## config.mk

```make
export PLATFORM = sky130hd
export DESIGN_NAME = vend_controller
export DESIGN_NICKNAME = d
export VERILOG_FILES = /design/src/rtl/vend_pkg.sv /design/src/rtl/change_sequencer.sv /design/src/rtl/vend_controller.sv
export SDC_FILE = /design/constraint.sdc
export NUM_CORES = 1
export LEC_CHECK = 0
export CELL_PAD_IN_SITES_DETAIL_PLACEMENT = 1
export CELL_PAD_IN_SITES_GLOBAL_PLACEMENT = 2
export CORE_MARGIN = 3
export CORE_UTILIZATION = 37
export DETAILED_ROUTE_END_ITERATION = 10
export GPL_TIMING_DRIVEN = 0
export PLACE_DENSITY = 0.83
export SETUP_SLACK_MARGIN = 0.1
export SYNTH_ARGS = -nofsm -noshare
export SYNTH_HDL_FRONTEND = slang
export SYNTH_SLANG_ARGS = --single-unit
```

## constraint.sdc

```tcl
create_clock -name clk -period 2.9 [get_ports clk]
set_input_delay 0.435 -clock clk [delete_from_list [all_inputs] [get_ports clk]]
set_output_delay 0.435 -clock clk [all_outputs]
set_load 0.02 [all_outputs]
```

## src/rtl/vend_pkg.sv

```systemverilog
// rtl/vend_pkg.sv - shared types, default prices and coin helpers for the vending controller
package vend_pkg;

    typedef enum logic [2:0] {
        S_IDLE   = 3'd0,
        S_CHECK  = 3'd1,
        S_VEND   = 3'd2,
        S_CHANGE = 3'd3,
        S_CLEAR  = 3'd4,
        S_FAULT  = 3'd5
    } vend_state_t;

    typedef enum logic [1:0] {
        SQ_IDLE  = 2'd0,
        SQ_GAP   = 2'd1,
        SQ_ISSUE = 2'd2
    } seq_state_t;

    typedef enum logic [1:0] {
        COIN_NONE = 2'b00,
        COIN_5    = 2'b01,
        COIN_10   = 2'b10,
        COIN_25   = 2'b11
    } coin_t;

    localparam int PRICE0_DEF = 50;
    localparam int PRICE1_DEF = 65;
    localparam int PRICE2_DEF = 75;
    localparam int PRICE3_DEF = 100;

    // Largest coin that fits; COIN_NONE means the remainder is a discarded residue.
    function automatic coin_t coin_pick(input logic [6:0] amt);
        if (amt >= 7'd25)      return COIN_25;
        else if (amt >= 7'd10) return COIN_10;
        else if (amt >= 7'd5)  return COIN_5;
        else                   return COIN_NONE;
    endfunction

    function automatic logic [6:0] coin_value(input coin_t c);
        case (c)
            COIN_25: return 7'd25;
            COIN_10: return 7'd10;
            COIN_5:  return 7'd5;
            default: return 7'd0;
        endcase
    endfunction

endpackage

```

## src/rtl/change_sequencer.sv

```systemverilog
// rtl/change_sequencer.sv - greedy 25/10/5 coin ejection with a req/ack handshake
module change_sequencer
    import vend_pkg::*;
(
    input  logic       clk,
    input  logic       reset,
    input  logic       start,
    input  logic [6:0] amount,
    input  logic       eject_ack,
    output logic       eject_req,
    output logic [1:0] eject_coin,
    output logic       done
);

    seq_state_t r_state, w_state_nxt;
    logic [6:0] r_rem, w_rem_nxt;
    coin_t      r_coin, w_coin_nxt;
    coin_t      w_pick;

    assign w_pick = coin_pick(r_rem);

    always_ff @(posedge clk or posedge reset) begin
        if (reset) begin
            r_state <= SQ_IDLE;
            r_rem   <= 7'd0;
            r_coin  <= COIN_NONE;
        end else begin
            r_state <= w_state_nxt;
            r_rem   <= w_rem_nxt;
            r_coin  <= w_coin_nxt;
        end
    end

    // SQ_GAP lasts one cycle, which gives the single low cycle between coins.
    always_comb begin
        w_state_nxt = r_state;
        w_rem_nxt   = r_rem;
        w_coin_nxt  = r_coin;
        done        = 1'b0;
        case (r_state)
            SQ_IDLE: begin
                if (start) begin
                    w_rem_nxt   = amount;
                    w_state_nxt = SQ_GAP;
                end
            end
            SQ_GAP: begin
                if (w_pick == COIN_NONE) begin
                    done        = 1'b1;
                    w_state_nxt = SQ_IDLE;
                end else begin
                    w_coin_nxt  = w_pick;
                    w_state_nxt = SQ_ISSUE;
                end
            end
            SQ_ISSUE: begin
                if (eject_ack) begin
                    w_rem_nxt   = r_rem - coin_value(r_coin);
                    w_coin_nxt  = COIN_NONE;
                    w_state_nxt = SQ_GAP;
                end
            end
            default: w_state_nxt = SQ_IDLE;
        endcase
    end

    assign eject_req  = (r_state == SQ_ISSUE);
    assign eject_coin = r_coin;

endmodule

```

## src/rtl/vend_controller.sv

```systemverilog
// rtl/vend_controller.sv - four-slot vending controller: price check, motor handshake, change, credit clear
module vend_controller
    import vend_pkg::*;
#(
    parameter int STOCK_INIT    = 8,
    parameter int MOTOR_TIMEOUT = 255,
    parameter int PRICE0        = PRICE0_DEF,
    parameter int PRICE1        = PRICE1_DEF,
    parameter int PRICE2        = PRICE2_DEF,
    parameter int PRICE3        = PRICE3_DEF
) (
    input  logic       clk,
    input  logic       reset,
    input  logic [6:0] credit,
    output logic       credit_clear,
    input  logic       sel_valid,
    input  logic [1:0] sel_slot,
    input  logic       restock,
    input  logic [1:0] restock_slot,
    output logic       motor_req,
    output logic [1:0] motor_slot,
    input  logic       motor_done,
    output logic       eject_req,
    output logic [1:0] eject_coin,
    input  logic       eject_ack,
    output logic       busy,
    output logic       deny,
    output logic       fault,
    output logic [3:0] sold_out
);

    localparam int          TW       = $clog2(MOTOR_TIMEOUT + 1);
    localparam logic [3:0]  STOCK_LD = 4'(STOCK_INIT);

    vend_state_t   r_state, w_next;
    logic [1:0]    r_slot;
    logic [6:0]    r_credit;
    logic [6:0]    r_change;
    logic [TW-1:0] r_tmo;
    logic          r_fault;
    logic [3:0]    r_stock [4];

    logic [6:0]    w_price;
    logic          w_fail;
    logic          w_timeout;
    logic          w_seq_start;
    logic          w_seq_done;

    always_comb begin
        w_price = 7'(PRICE0);
        case (r_slot)
            2'd0: w_price = 7'(PRICE0);
            2'd1: w_price = 7'(PRICE1);
            2'd2: w_price = 7'(PRICE2);
            2'd3: w_price = 7'(PRICE3);
            default: w_price = 7'(PRICE0);
        endcase
    end

    assign w_fail    = (r_stock[r_slot] == 4'd0) || (r_credit < w_price);
    assign w_timeout = (r_tmo == TW'(MOTOR_TIMEOUT - 1));

    always_ff @(posedge clk or posedge reset) begin
        if (reset) begin
            r_state  <= S_IDLE;
            r_slot   <= 2'd0;
            r_credit <= 7'd0;
            r_change <= 7'd0;
            r_tmo    <= '0;
            r_fault  <= 1'b0;
            for (int i = 0; i < 4; i++) r_stock[i] <= STOCK_LD;
        end else begin
            r_state <= w_next;
            case (r_state)
                S_IDLE: begin
                    if (restock) begin
                        r_stock[restock_slot] <= STOCK_LD;
                    end else if (sel_valid) begin
                        r_slot   <= sel_slot;
                        r_credit <= credit;
                    end
                end
                S_CHECK: begin
                    if (!w_fail) begin
                        r_change <= r_credit - w_price;
                        r_tmo    <= '0;
                    end
                end
                S_VEND: begin
                    if (motor_done) begin
                        r_stock[r_slot] <= r_stock[r_slot] - 4'd1;
                    end else if (w_timeout) begin
                        r_change <= r_credit;
                        r_fault  <= 1'b1;
                    end else begin
                        r_tmo <= r_tmo + 1'b1;
                    end
                end
                default: ;
            endcase
        end
    end

    // The sequencer is kicked on the edge that enters CHANGE, so r_change is already final.
    always_comb begin
        w_next       = r_state;
        w_seq_start  = 1'b0;
        deny         = 1'b0;
        motor_req    = 1'b0;
        motor_slot   = 2'd0;
        credit_clear = 1'b0;
        case (r_state)
            S_IDLE: begin
                if (!restock && sel_valid) w_next = S_CHECK;
            end
            S_CHECK: begin
                if (w_fail) begin
                    deny   = 1'b1;
                    w_next = S_IDLE;
                end else begin
                    w_next = S_VEND;
                end
            end
            S_VEND: begin
                motor_req  = 1'b1;
                motor_slot = r_slot;
                if (motor_done) begin
                    w_next      = S_CHANGE;
                    w_seq_start = 1'b1;
                end else if (w_timeout) begin
                    w_next = S_FAULT;
                end
            end
            S_FAULT: begin
                w_next      = S_CHANGE;
                w_seq_start = 1'b1;
            end
            S_CHANGE: begin
                if (w_seq_done) w_next = S_CLEAR;
            end
            S_CLEAR: begin
                credit_clear = 1'b1;
                w_next       = S_IDLE;
            end
            default: w_next = S_IDLE;
        endcase
    end

    always_comb begin
        sold_out = 4'd0;
        for (int i = 0; i < 4; i++) sold_out[i] = (r_stock[i] == 4'd0);
    end

    assign busy  = (r_state != S_IDLE);
    assign fault = r_fault;

    change_sequencer u_change (
        .clk        (clk),
        .reset      (reset),
        .start      (w_seq_start),
        .amount     (r_change),
        .eject_ack  (eject_ack),
        .eject_req  (eject_req),
        .eject_coin (eject_coin),
        .done       (w_seq_done)
    );

endmodule

```

==> impl_metrics.csv <==
group,metric,value,unit
yosys,yosysWarnings,0,
floorplan,die_w,103,microns
sta,setup_slack,0.125,ns
routing,drt_iter0_drc,68,
cells_and_area,diodes,0,
sta,fin_setup_tns,0,ns
floorplan,start_util,39.1,%
routing,drt_wl_total,9520,microns
sta,skew,0.00524,ns
placement,hpwl,6990,microns
sta,maxClockFrequency,360,MHz
sta,rsz0062_at_grt,"yes",
sta,fin_crit,2.78,ns
yosys,yosys.area.top_type,"dfrtp_1",
setup_path,r2r_slack,0.17,ns
sta,final.period_utilization,95.7,%
setup_path,crit_slowest_cell,"dfrtp_1",
routing,wl_per_cell,18.2,microns
global_route,grt_pass1_vias,3017,
cells_and_area,drive_gt1_share,19.7,%
clock_network,root_buffer,"clkbuf_8",
placement,place_ws,-0.439,ns
setup_path,cp_max_fo,5,
routing,dr.pass1.iters,4,
power_and_ir_drop,p_leak,0.00184,uW
setup_path,path_cells,"ha_2, inv_1, ha_1, o21ai_2, a21oi_4, o31a_1, o21ai_4, buf_6",
yosys,synth_seq_area_share,39.5,%
setup_path,worstPathRequired,2.47,ns
yosys,synth_top_area_share,36.5,%
yosys,async_flop_share,100,%
flow_run,cap_viol_max_count,0,
floorplan,core,8930,sq um
setup_path,endpoint,"deny",
cells_and_area,num-nets-final,454,
setup_path,crit_start,"r_slot[0]",
hold_path,min-delay-path-class,"register to register",
global_route,antenna_found_initial,0,
cells_and_area,syn2layout_area_growth,22.6,%
routing,vias_per_cell,5.54,
setup_path,ff2ff_path_depth,13,
yosys,yosysMostFrequentCell,"dfrtp_1",
setup_path,reg2reg_to,"r_change[3]",
clock_network,cts_tree,"done",
yosys,synth.area.top_cells,"dfrtp_1 36%, ha_1 7.2%, mux2_2 5.2%",
routing,vias,2905,
setup_path,worstSetupStartpointType,"register",
sta,maxSlewHeadroom,51.6,%
floorplan,die_h,103,microns
global_route,grt_max_degree,29,
clock_network,cts-buffers-inserted,5,
status,status,"complete, no violations",
sta,tightest_slew,0.720,ns
power_and_ir_drop,clkPwrFrac,7.7,%
floorplan,dieArea,10700,sq um
placement,io_buffers,30,
setup_path,timing.rr.start,"r_slot[0]",
clock_network,clk_path_buf_depth,2,
power_and_ir_drop,netSwitchingPower,2520,uW
yosys,synth_edf_count,0,
power_and_ir_drop,max-vdd-ir-drop,0.523,mV
clock_network,clk_latency,0.30,ns
clock_network,clk_transition_reported_paths,0.10,ns
cells_and_area,final_util,48.0,%
yosys,syn-num-nets,402,
setup_path,arrival,2.34,ns
clock_network,cts_max_level,2,
power_and_ir_drop,seq_power_share,25.9,%
power_and_ir_drop,intPower,3030,uW
setup_path,setup.worst_path.end_class,"primary output",
sta,maxSlewViolCount,0,
sta,setup_viol,0,
setup_path,worstSetupPathType,"register to primary output",
global_route,globalRouteOverflowTotal,0,
yosys,synth_cell_types,60,
yosys,synth_seq_cells,55,
clock_network,hold_buffers,0,
yosys,syn_inst,363,
power_and_ir_drop,p_comb_share,66.5,%
yosys,syn_avg_cell_area,9.63,sq um
placement,gp_congestion,0.852,
power_and_ir_drop,sw_frac_of_total,45.5,%
routing,route.detailed.drc,0,
setup_path,critPathMaxStageDelay,0.43,ns
power_and_ir_drop,powerDensity,1290,nW/um^2
global_route,grt_pass1_wl,15400,microns
yosys,synthTopCellsByCount,"51 x dfrtp_1, 31 x o21ai_0, 29 x nand2_1, 29 x nor2_1, 27 x inv_1",
clock_network,cts_sinks,55,
floorplan,pin_count,31,
yosys,synth_ff_type,"dfrtp_1",
global_route,grt_util_all_layers,18.5,%
floorplan,rows,34,
sta,hold_violations,0,
yosys,netlist_area,3500,sq um
routing,antenna_left,0,
[state kept, by name (all words and copies together) (netlist names)]
register             cells
r_stock                 16
r_tmo                    8
r_change                 7
r_credit                 7
u_change.r_rem           7
r_state                  3
r_slot                   2
u_change.eject_coin      2
u_change.r_state         2
fault                    1
[worst min path at each step]
stage                         from  endpoint  depth (start not counted)
after floorplan           r_tmo[7]  r_tmo[7]                          1
after global placement       fault     fault                          1
after detailed placement     fault     fault                          1
after CTS                    fault     fault                          1
after global routing         fault     fault                          1
final                        fault     fault                          1
[area by class of cell]
type | count | area, sq um
buffer | 12 | 76.3
clock buffer | 7 | 76.3
clock inverter | 1 | 5.00
fill | 1027 | 4650
inverter | 29 | 116
multi-input combinational | 267 | 2050
sequential | 55 | 1380
tap | 108 | 135
timing repair buffer | 45 | 442
[per-stage QoR]
stage	std cells	hold WS, ns	power (uW)	area [sq um]
floorplan	363	0.440	3640	3500
global placement	501	0.441	4390	3930
detailed placement	502	0.443	4530	3950
CTS	518	0.468	5310	4190
global route	524	0.505	6040	4290
finish	524	0.464	5550	4290
[critical path: cells and delay by family (launching register included)]
| kind | cells | cell delay, ns |
|---|---|---|
| compound gates | 4 | 0.74 |
| fa+ha+maj | 2 | 0.63 |
| flops | 1 | 0.43 |
| buf+inv | 2 | 0.23 |
[cell usage in the layout (no fill, tap or decap), types with 6 or more instances in the layout]
master	n
dfrtp_1	50
a22o_1	14
nor2b_1	7
buf_4	13
nand2_1	29
ha_4	6
ha_1	12
inv_1	24
a21oi_1	12
nor2_1	28
nand2b_1	8
nor3_1	10
clkdlybuf4s50_1	28
mux2_2	16
nand3_1	6
o21ai_0	30
[repair_timing]
| action | CTS | global route |
|---|---|---|
| hold endpoints to repair | 0 | 0 |
| resized for setup | 26 | 16 |
| endpoints found under the setup margin | 10 | 10 |
| pin swaps | 5 | 5 |
| buffers inserted | 8 | 6 |
[layer usage]
layer | global-route usage, % | part of all wire (%) | vias to the layer above | wire length, microns
li1 | - | - | 1404 | -
met1 | 25.9 | 47 | 1453 | 4480
met2 | 30.5 | 49 | 39 | 4700
met3 | 2.48 | 2.5 | 9 | 235
met4 | 4.78 | 1.1 | 0 | 106
met5 | 0 | 0 | - | 0
[kinds of logic (layout without fill, tap and decap cells)]
group / after synthesis / after routing / share of synthesized area [%]
AOI/OAI and AO/OA: 97 / 97 / 18.7
xor gates and xnor gates: 6 / 6 / 1.50
adders and majority gates: 22 / 22 / 8.30
buffers and inverters: 41 / 94 / 4.94
DFF: 55 / 55 / 39.5
muxes: 22 / 22 / 9.09
and+or+nand+nor: 120 / 120 / 18.0
[power by group through the flow]
| stage | combinational [uW] | clock (uW) | sequential, uW |
|---|---|---|---|
| 3_5_place_dp | 3100 | 0 | 1440 |
| 5_1_grt | 4090 | 472 | 1480 |
| 4_1_cts | 3440 | 447 | 1420 |
| 2_1_floorplan | 2300 | 0 | 1340 |
| 6_report | 3690 | 425 | 1440 |
| 3_3_place_gp | 2980 | 0 | 1420 |
Note: power is estimated with default switching activity, not from simulation.
